### config.mk
export PLATFORM = sky130hd
export DESIGN_NAME = nibbleadd_seq
export DESIGN_NICKNAME = d
export VERILOG_FILES = /design/src/rtl/nibbleadd_seq.sv
export SDC_FILE = /design/constraint.sdc
export NUM_CORES = 1
export LEC_CHECK = 0
export ABC_CLOCK_PERIOD_IN_PS = 1800
export BUFFER_PORTS_ARGS = -buffer_cell sky130_fd_sc_hd__buf_2
export CAP_MARGIN = 10
export CORE_ASPECT_RATIO = 1.1
export CORE_MARGIN = 2
export CORE_UTILIZATION = 50
export DETAILED_ROUTE_END_ITERATION = 7
export PLACE_DENSITY = 0.79
export REMOVE_ABC_BUFFERS = 1
export SYNTH_ARGS = -nofsm -noshare
export SYNTH_HDL_FRONTEND = slang
export SYNTH_SLANG_ARGS = --single-unit
### constraint.sdc
create_clock -name clk -period 1.8 [get_ports clk]
set_input_delay 0.27 -clock clk [delete_from_list [all_inputs] [get_ports clk]]
set_output_delay 0.27 -clock clk [all_outputs]
set_load 0.05 [all_outputs]
### src/rtl/nibbleadd_seq.sv
// nibbleadd_seq: wide adder sequencer built around a shared 4-bit nibble adder.
// It captures an operand pair and a carry-in, then feeds the adder one nibble
// pair per cycle, low nibble first. The carry ripples through a local register
// between steps, and the finished sum and carry-out are returned over a
// valid/ready handshake.
module nibbleadd_seq #(
   parameter int NBYTES = 2
) (
   input  logic                  clk,
   input  logic                  rst,
   input  logic                  in_valid,
   output logic                  in_ready,
   input  logic [8*NBYTES-1:0]   in_a,
   input  logic [8*NBYTES-1:0]   in_b,
   input  logic                  in_cin,
   output logic [7:0]            na_a,
   output logic [7:0]            na_b,
   output logic                  na_ctrl,
   input  logic [4:0]            na_q,
   output logic                  out_valid,
   input  logic                  out_ready,
   output logic [8*NBYTES-1:0]   out_sum,
   output logic                  out_cout,
   output logic                  busy
);

   localparam int W  = 8 * NBYTES;
   localparam int N  = 2 * NBYTES;
   localparam int KW = $clog2(N);

   typedef enum logic [1:0] {
      IDLE = 2'd0,
      ADD  = 2'd1,
      DONE = 2'd2
   } state_t;

   state_t            state;
   state_t            state_nxt;
   logic [W-1:0]      a_reg;
   logic [W-1:0]      b_reg;
   logic [N-1:0][3:0] sum_reg;
   logic              carry;
   logic              cout_reg;
   logic [KW-1:0]     k;
   logic [W-1:0]      a_shift;
   logic [W-1:0]      b_shift;
   logic [4:0]        t;
   logic              last_step;
   logic              accept;

   // Step k works on byte k>>1; shifting that byte down to bit 0 avoids a
   // variable part-select that would be awkward when NBYTES is 1.
   assign a_shift   = a_reg >> {k >> 1, 3'b000};
   assign b_shift   = b_reg >> {k >> 1, 3'b000};
   assign t         = na_q + {4'b0000, carry};
   assign last_step = (k == KW'(N - 1));
   assign accept    = in_valid && in_ready;

   assign out_sum   = sum_reg;
   assign out_cout  = cout_reg;
   assign busy      = (state != IDLE);

   // State register.
   // NOTE: sequential state is written with non-blocking assignments so every
   // flop samples the values from before the edge, independent of block order.
   always_ff @(posedge clk) begin
      if (rst) begin
         state <= IDLE;
      end else begin
         state <= state_nxt;
      end
   end

   // Next-state decode plus handshake and adder drive outputs.
   // NOTE: every output of this block gets a default first, so no path can
   // leave one unassigned and infer a latch.
   always_comb begin
      state_nxt = state;
      in_ready  = 1'b0;
      out_valid = 1'b0;
      na_a      = 8'h00;
      na_b      = 8'h00;
      na_ctrl   = 1'b0;
      case (state)
         IDLE: begin
            in_ready = !rst;
            if (in_valid && !rst) begin
               state_nxt = ADD;
            end
         end
         ADD: begin
            na_a    = a_shift[7:0];
            na_b    = b_shift[7:0];
            na_ctrl = k[0];
            if (last_step) begin
               state_nxt = DONE;
            end
         end
         DONE: begin
            out_valid = 1'b1;
            if (out_ready) begin
               state_nxt = IDLE;
            end
         end
         default: state_nxt = IDLE;
      endcase
   end

   // Operand capture, carry ripple and sum assembly.
   // NOTE: the datapath registers are reset as well, because the sum and
   // carry-out ports must read zero after reset, not leftover results.
   always_ff @(posedge clk) begin
      if (rst) begin
         a_reg    <= '0;
         b_reg    <= '0;
         sum_reg  <= '0;
         carry    <= 1'b0;
         cout_reg <= 1'b0;
         k        <= '0;
      end else begin
         case (state)
            IDLE: begin
               if (accept) begin
                  a_reg    <= in_a;
                  b_reg    <= in_b;
                  sum_reg  <= '0;
                  carry    <= in_cin;
                  cout_reg <= 1'b0;
                  k        <= '0;
               end
            end
            ADD: begin
               sum_reg[k] <= t[3:0];
               carry      <= t[4];
               k          <= k + KW'(1);
               if (last_step) begin
                  cout_reg <= t[4];
               end
            end
            default: begin
            end
         endcase
      end
   end

endmodule

* Yosys cells after proc, flatten, opt, wreduce, memory -nomap -nowiden *
Index checks and enable logic that the tools add are counted.

cells by class
  shift operators = 2
  add/sub/neg operators = 2
  equality and inequality tests = 7
  magnitude comparators = 2
  reductions and logical operators = 11
  multiplexer cells = 21

operators with widths
  operator                                                            number
  one-hot mux 16 bit (2 select lines)                                 1
  >> shifter 16 x 4 -> 8 bit                                          2
  bitwise mux 16 bit                                                  1
  2-to-1 mux 16 bit                                                   1
  2-to-1 mux 8 bit                                                    2
  demux 4 bit (select 2 bit)                                          1
  2-to-1 mux 2 bit                                                    4
  inequality test 2 bit (second input constant)                       4
  2-to-1 mux 1 bit                                                    6
  one-hot mux 2 bit (3 select lines)                                  1
  AND reduction 3 bit                                                 2
  adder 5 x 1 -> 5 bit                                                1
  == test 2 bit (second input constant)                               2
  2-to-1 mux 4 bit                                                    1
  one-hot mux 1 bit (2 select lines)                                  2
  one-hot mux 2 bit (2 select lines)                                  1
  AND reduction 2 bit                                                 2
  nonzero test 2 bit                                                  2
  logical AND 1 bit                                                   3
  less-than comparator 2 x 3 -> 1 bit (second input constant)         1
  adder 2 x 1 -> 2 bit (second input constant)                        1
  == test 2 x 1 -> 1 bit (second input constant)                      1
  greater-or-equal comparator 2 x 1 -> 1 bit (second input constant)  1
  logical NOT 2 bit                                                   1
  logical NOT 1 bit                                                   1

word-level totals
  bits of input ports = 42
  word-level logic and storage cells = 55
  bits in registers = 54

* Longest topological paths before layout *
Gate-level depths: netlist of run 1.

  depth after elaboration = 6
  depth in mapped cells = 7
  depth with buffers taken out = 5

* Worst setup path before layout of run 1 *
Ideal clock, no wire load.

  path kind = reg-to-output
  from = register state[0]
  to = output in_ready
  required time = 1530 ps
  arrival = 1637 ps
  buffers on the path = 1
  setup slack = -107 ps
  stages on the path, launching flop included = 4
  cell sequence = dfxtp_1 buf_2 or2_2 nor2_1

between the ends
  cells in the longest elaborated chain, start to end = 2

RTL lines
  element                 RTL line  text
  from (decl)             37        state_t state;
  from (signal assigned)  70        state <= state_nxt;
  logical NOT 2 bit       84        case (state)
  2-to-1 mux 1 bit        84
  to (decl)               12        output logic in_ready,

No other way between the ends.

* Worst setup path after layout of run 1 *
  from = register state[0]
  to = output na_a[4]

between the ends
  cells in the longest elaborated chain, start to end = 2

RTL lines
  element                 RTL line  text
  == test 2 x 1 -> 1 bit  84
  2-to-1 mux 8 bit        84
  to (decl)               16        output logic [7:0] na_a,

No other way between the ends.

==> impl_metrics.csv, run 1 <==
group,metric,value,unit
sta,fin_ws,0.0681,ns
grt,grt_max_degree,42,
worst_setup_path,cp-end-kind,"output pin",
layout,fin_cells,433,
synthesis,ys_seq_area_share,45.4,%
synthesis,synthCells,297,
placement,port_buffers,78,
synthesis,syn-cell-area,0.00238,sq mm
sta,rsz0062_at_grt,"false",
clocking,cts_buffers,5,
grt,grt_overflow_total,0,
worst_setup_path,cp_max_fo,8,
clocking,root_buffer,"clkbuf_8",
power,irDropWorstVdd,452,uV
synthesis,synth_edf_count,0,
worst_setup_path,start_kind,"flop",
synthesis,yosys-top-cells-area,"dfxtp_1, nand2_1, mux2i_1",
grt,grt_pass1_wl,8810,microns
synthesis,ys_types,27,
clocking,htree_levels,2,
status,status,"finished, final reports clean",
drt,vias,2215,
synthesis,synthTopCellsByCount,"nand2_1, dfxtp_1, o21ai_0",
power,total_power,2.41,mW
placement,dp_hpwl,3850,microns
run,max-cap-violations,0,
placement,gp_congestion,0.772,
placement,place_ws,0.286,ns
floorplanning,dieArea,0.00533,sq mm
grt,antenna_found_initial,0,
sta,drv_slew,0,
power,powerDensity,797,mW/mm^2
sta,relSlewSlack,70.8,%
clocking,ctsLongestPathBuffers,2,
layout,fin_nets,424,
synthesis,synthArstFlopShare,0,%
drt,wl_per_cell,12.1,microns
floorplanning,core,0.00462,sq mm
sta,worstMarginPinSlew,0.436,ns
drt,vias_per_cell,5.12,
worst_setup_path,critPathArrivalTime,1.46,ns
sta,min_period,1.73,ns
drt,drtIter0Drc,92,
clocking,tritoncts,"built",
sta,finalHoldViolCount,0,
drt,drc_errors,0,
sta,setup_tns,0,ns
synthesis,yosysMostFrequentCell,"nand2_1",
worst_setup_path,worst-setup-path-type,"flop to output pin",
synthesis,synth_top_area_share,45.4,%
clocking,cts_num_sinks,54,
placement,placed_cells,425,
layout,drive_gt1_share,28.6,%
grt,grt_use_total,20.0,%
clocking,clk_pin_slew_worst_paths,0.10,ns
synthesis,synth_area_leader_cell,"dfxtp_1",
drt,detail-route-antenna-nets,0,
layout,synthToLayoutAreaGrowth,27.2,%
layout,insertedDiodeCount,0,
synthesis,synthFlopType,"dfxtp_1",
sta,max_freq,577,MHz
floorplanning,io_pins,79,
clocking,clkLatencyLatePin,0.31,ns
sta,setup_violations,0,
synthesis,ys_ff_latch,54,
floorplanning,die_width,69.8,microns
floorplanning,start_util,51.6,%
placement,place_area,0.00287,sq mm
grt,grt_pass1_vias,2033,
hold_path,hp-class,"primary input to flop",
floorplanning,num_rows,26,
drt,drt_first_pass_iters,4,
drt,drt-total-wl,5250,microns
worst_setup_path,worstPathRequired,1.53,ns
sta,finalCritPeriodShare,96.2,%
synthesis,syn_area_per_cell,8.02,sq um
layout,finalInstanceArea,0.00303,sq mm
sta,clock-skew-final,0.00784,ns
power,p_leak,1.29,nW
synthesis,ys_warn_count,0,
floorplanning,die_h,76.4,microns
[cell type report]
cell class | count | area (sq um)
multi-input combinational | 218 | 1200
clock buffer | 5 | 68.8
inverter | 4 | 15.0
tap | 56 | 70.1
fill | 398 | 1590
sequential | 54 | 1080
clock inverter | 3 | 21.3
timing repair buffer | 93 | 571
[stage by stage]
stage | hold WS (ns) | utilization [%]
floorplan | 0.339 | -
global placement | 0.437 | 62.0
detailed placement | 0.443 | 62.0
CTS | 0.133 | 64.4
global route | 0.139 | 65.6
finish | 0.138 | 65.6
[power breakdown]
part | internal, mW | total (mW) | leakage (nW) | switching (mW)
Combinational | 0.161 | 0.434 | 0.800 | 0.273
Clock | 0.274 | 0.678 | 0.0441 | 0.404
Sequential | 1.26 | 1.30 | 0.443 | 0.0372
Total | 1.70 | 2.41 | 1.29 | 0.715
[per-layer routing]
layer,vias up,part of all wire [%],global-route usage (%)
met5,-,0,0
met4,0,1.4,7.31
met3,7,6.1,3.57
met2,72,47,34.6
met1,988,46,24.8
li1,1148,-,-
[cell families (layout without fill, tap and decap cells)]
logic type	Yosys count	after routing	share of synthesized area, %
and+or+nand+nor	135	135	25.4
AOI/OAI and AO/OA	56	56	12.6
DFF	54	54	45.4
buffers and inverters	25	105	4.78
muxes	18	18	7.56
adders and majority gates	6	6	3.15
xor gates and xnor gates	3	3	1.10
[what timing repair did]
action	in CTS	in global routing
endpoints found under the setup margin	6	19
buffers inserted	0	0
resized for setup	7	25
hold buffers	0	0
[worst paths after layout]
check                           startpoint         end  slack [ns]  depth (start not counted)
worst max-delay path              state[0]     na_a[4]        0.07                          5
worst min-delay path               in_b[1]    b_reg[1]        0.14                          3
worst max register to register    state[1]  out_sum[3]        0.34                          4
worst min register to register    a_reg[5]    a_reg[5]        0.45                          2
[worst max-delay path, cell delays in order (launching register included)]
cell      delay (ns)
dfxtp_2         0.35
buf_4           0.15
nand2b_1        0.11
buf_4           0.19
nor2_1          0.14
buf_4           0.22
[placed cells by master, fill, tap and decap left out, types with 2 or more instances in the layout]
master	count
dfxtp_1	51
a311oi_1	4
nand3_1	16
nor2_1	17
nand2b_1	2
or2_2	2
nand2_1	81
xor2_1	2
o21ai_1	3
buf_4	18
dfxtp_2	3
mux2i_1	18
inv_1	4
buf_2	63
buf_6	8
o21ai_0	29
a21oi_1	18
clkbuf_8	5
ha_1	6
and3b_1	5
nor3_1	2
nand3b_1	4
clkbuf_4	4
nor2b_1	2
Note: power is estimated with default switching activity, not from simulation.
==> inputs of run 2 (changes only) <==
--- a/config.mk
+++ b/config.mk
@@ -14,6 +14,7 @@
 export DETAILED_ROUTE_END_ITERATION = 7
 export PLACE_DENSITY = 0.79
 export REMOVE_ABC_BUFFERS = 1
+export SETUP_SLACK_MARGIN = 0.4
 export SYNTH_ARGS = -nofsm -noshare
 export SYNTH_HDL_FRONTEND = slang
 export SYNTH_SLANG_ARGS = --single-unit
==> impl_metrics.csv, run 2 (synthesized netlist as in run 1, its figures left out) <==
group,metric,value,unit
status,status,"finished, final reports clean",
drt,vias_per_cell,6.36,
drt,vias,2958,
clocking,clkLatencyLatePin,0.33,ns
grt,grt_overflow_total,0,
floorplanning,num_rows,26,
floorplanning,die_width,69.8,microns
clocking,ctsHoldBuffers,0,
grt,grt_use_total,26.3,%
layout,fillCellCount,172,
grt,grt_pass1_vias,2388,
grt,grt_max_degree,26,
layout,multi_input_area,0.00177,sq mm
grt,antenna_found_initial,0,
placement,placed_cells,425,
worst_setup_path,worst-setup-path-type,"flop to output pin",
sta,max_freq,582,MHz
clocking,htree_levels,2,
sta,rsz0062_at_grt,"true",
worst_setup_path,rr_startpoint,"state[1]",
drt,wl_per_cell,24.3,microns
clocking,cts_num_sinks,54,
sta,worstMarginPinSlew,0.407,ns
power,p_leak,1.76,nW
worst_setup_path,cp_max_fo,5,
floorplanning,dieArea,0.00533,sq mm
sta,finalHoldViolCount,0,
floorplanning,start_util,51.6,%
clocking,root_buffer,"clkbuf_8",
floorplanning,io_pins,79,
hold_path,hold_path_end,"b_reg[12]",
layout,register_area,0.00109,sq mm
sta,min_period,1.72,ns
grt,grt_pass1_wl,11200,microns
power,clock_power_share,25.6,%
clocking,ctsLongestPathBuffers,2,
drt,drt-total-wl,11300,microns
floorplanning,die_h,76.4,microns
layout,synthToLayoutAreaGrowth,77.3,%
placement,port_buffers,78,
hold_path,holdCritStartpoint,"in_b[12]",
hold_path,whs_path_depth,3,
power,irDropWorstVdd,480,uV
clocking,tritoncts,"built",
sta,drv_slew,0,
drt,drt_first_pass_iters,6,
power,p_seq_share,46.4,%
drt,drtIter0Drc,244,
layout,fin_cells,465,
worst_setup_path,worstPathRequired,1.53,ns
power,p_int,1.88,mW
placement,place_area,0.00287,sq mm
sta,finalCritPeriodShare,95.5,%
clocking,cts_buffers,5,
power,comb_power_share,28.0,%
power,powerDensity,678,mW/mm^2
hold_path,hp-class,"primary input to flop",
worst_setup_path,reg2reg_slack,0.13,ns
worst_setup_path,cp-end-kind,"output pin",
layout,fin_util,91.4,%
power,total_power,2.86,mW
sta,clock-skew-final,0.0142,ns
clocking,clk_pin_slew_worst_paths,0.11,ns
power,power_switching,0.986,mW
worst_setup_path,r2r_cells,8,
layout,fin_nets,456,
layout,drive_gt1_share,61.9,%
layout,final_cell_mix,"buf_2, nand2_1, dfxtp_1",
worst_setup_path,start_kind,"flop",
layout,mostFrequentLayoutCell,"buf_2",
run,max-cap-violations,0,
drt,detail-route-antenna-nets,0,
layout,insertedDiodeCount,0,
floorplanning,core,0.00462,sq mm
placement,dp_hpwl,3850,microns
sta,whs,0.132,ns
layout,finalInstanceArea,0.00422,sq mm
power,p_sw_share,34.5,%
sta,setup_violations,0,
worst_setup_path,critPathArrivalTime,1.45,ns
sta,relSlewSlack,72.8,%
worst_setup_path,r2r-end,"a_reg[12]",
placement,gp_congestion,0.772,
drt,drc_errors,0,
[run 2: cell types whose count changed in the layout (fill, tap and decap cells not counted), sizes merged]
cell,delta
buf,+31
clkbuf,+1
[run 2: how the worst max path moves through the flow]
stage / startpoint / endpoint / slack [ns] / cells past startpoint
final: k[1] / na_b[4] / 0.08 / 4
after global routing: k[1] / na_b[4] / 0.04 / 4
after CTS: state[1] / in_ready / 0.22 / 4
after detailed placement: state[1] / b_reg[3] / 0.29 / 4
after global placement: k[1] / na_b[3] / 0.33 / 4
after floorplan: state[0] / a_reg[0] / -1.58 / 2
[run 2: worst max-delay path, cell delays in order, from the launching register on]
cell	delay (ns)
dfxtp_4	0.42
buf_6	0.17
mux2i_1	0.32
nor2_2	0.07
buf_6	0.16
[run 2: routing by layer]
layer / up-vias / GRT usage, % / routed length [microns]
li1: 1226 / - / -
met1: 1408 / 31.4 / 4170
met2: 254 / 45.2 / 5680
met3: 70 / 6.08 / 839
met4: 0 / 10.8 / 625
met5: - / 0 / 0
[run 2: repair_timing]
| item | CTS | global route |
|---|---|---|
| setup buffers | 10 | 8 |
| cloned | 8 | 6 |
| setup endpoints to repair | 59 | 72 |
| hold endpoints to repair | 0 | 0 |
| gates resized for setup | 109 | 147 |
| pin swaps | 2 | 70 |
[run 2: final cells by class]
type	count	area share (%)
timing repair buffer	125	28.1
clock buffer	5	1.63
multi-input combinational	218	41.9
tap	56	1.66
clock inverter	3	0.504
inverter	4	0.356
sequential	54	25.8
[run 2: power groups by stage]
stage          sequential [mW]  combinational [mW]  clock (mW)
2_1_floorplan             1.37               0.223           0
3_3_place_gp              1.32               0.413           0
3_5_place_dp              1.33               0.420           0
4_1_cts                   1.30               0.573       0.697
5_1_grt                   1.33               0.825       0.760
6_report                  1.33               0.803       0.732
[run 2: through the flow]
step,setup TNS (ns),setup WS [ns]
global route,0,0.0355
floorplan,-55.28,-1.58
CTS,0,0.217
finish,0,0.0806
global placement,0,0.326
detailed placement,0,0.286
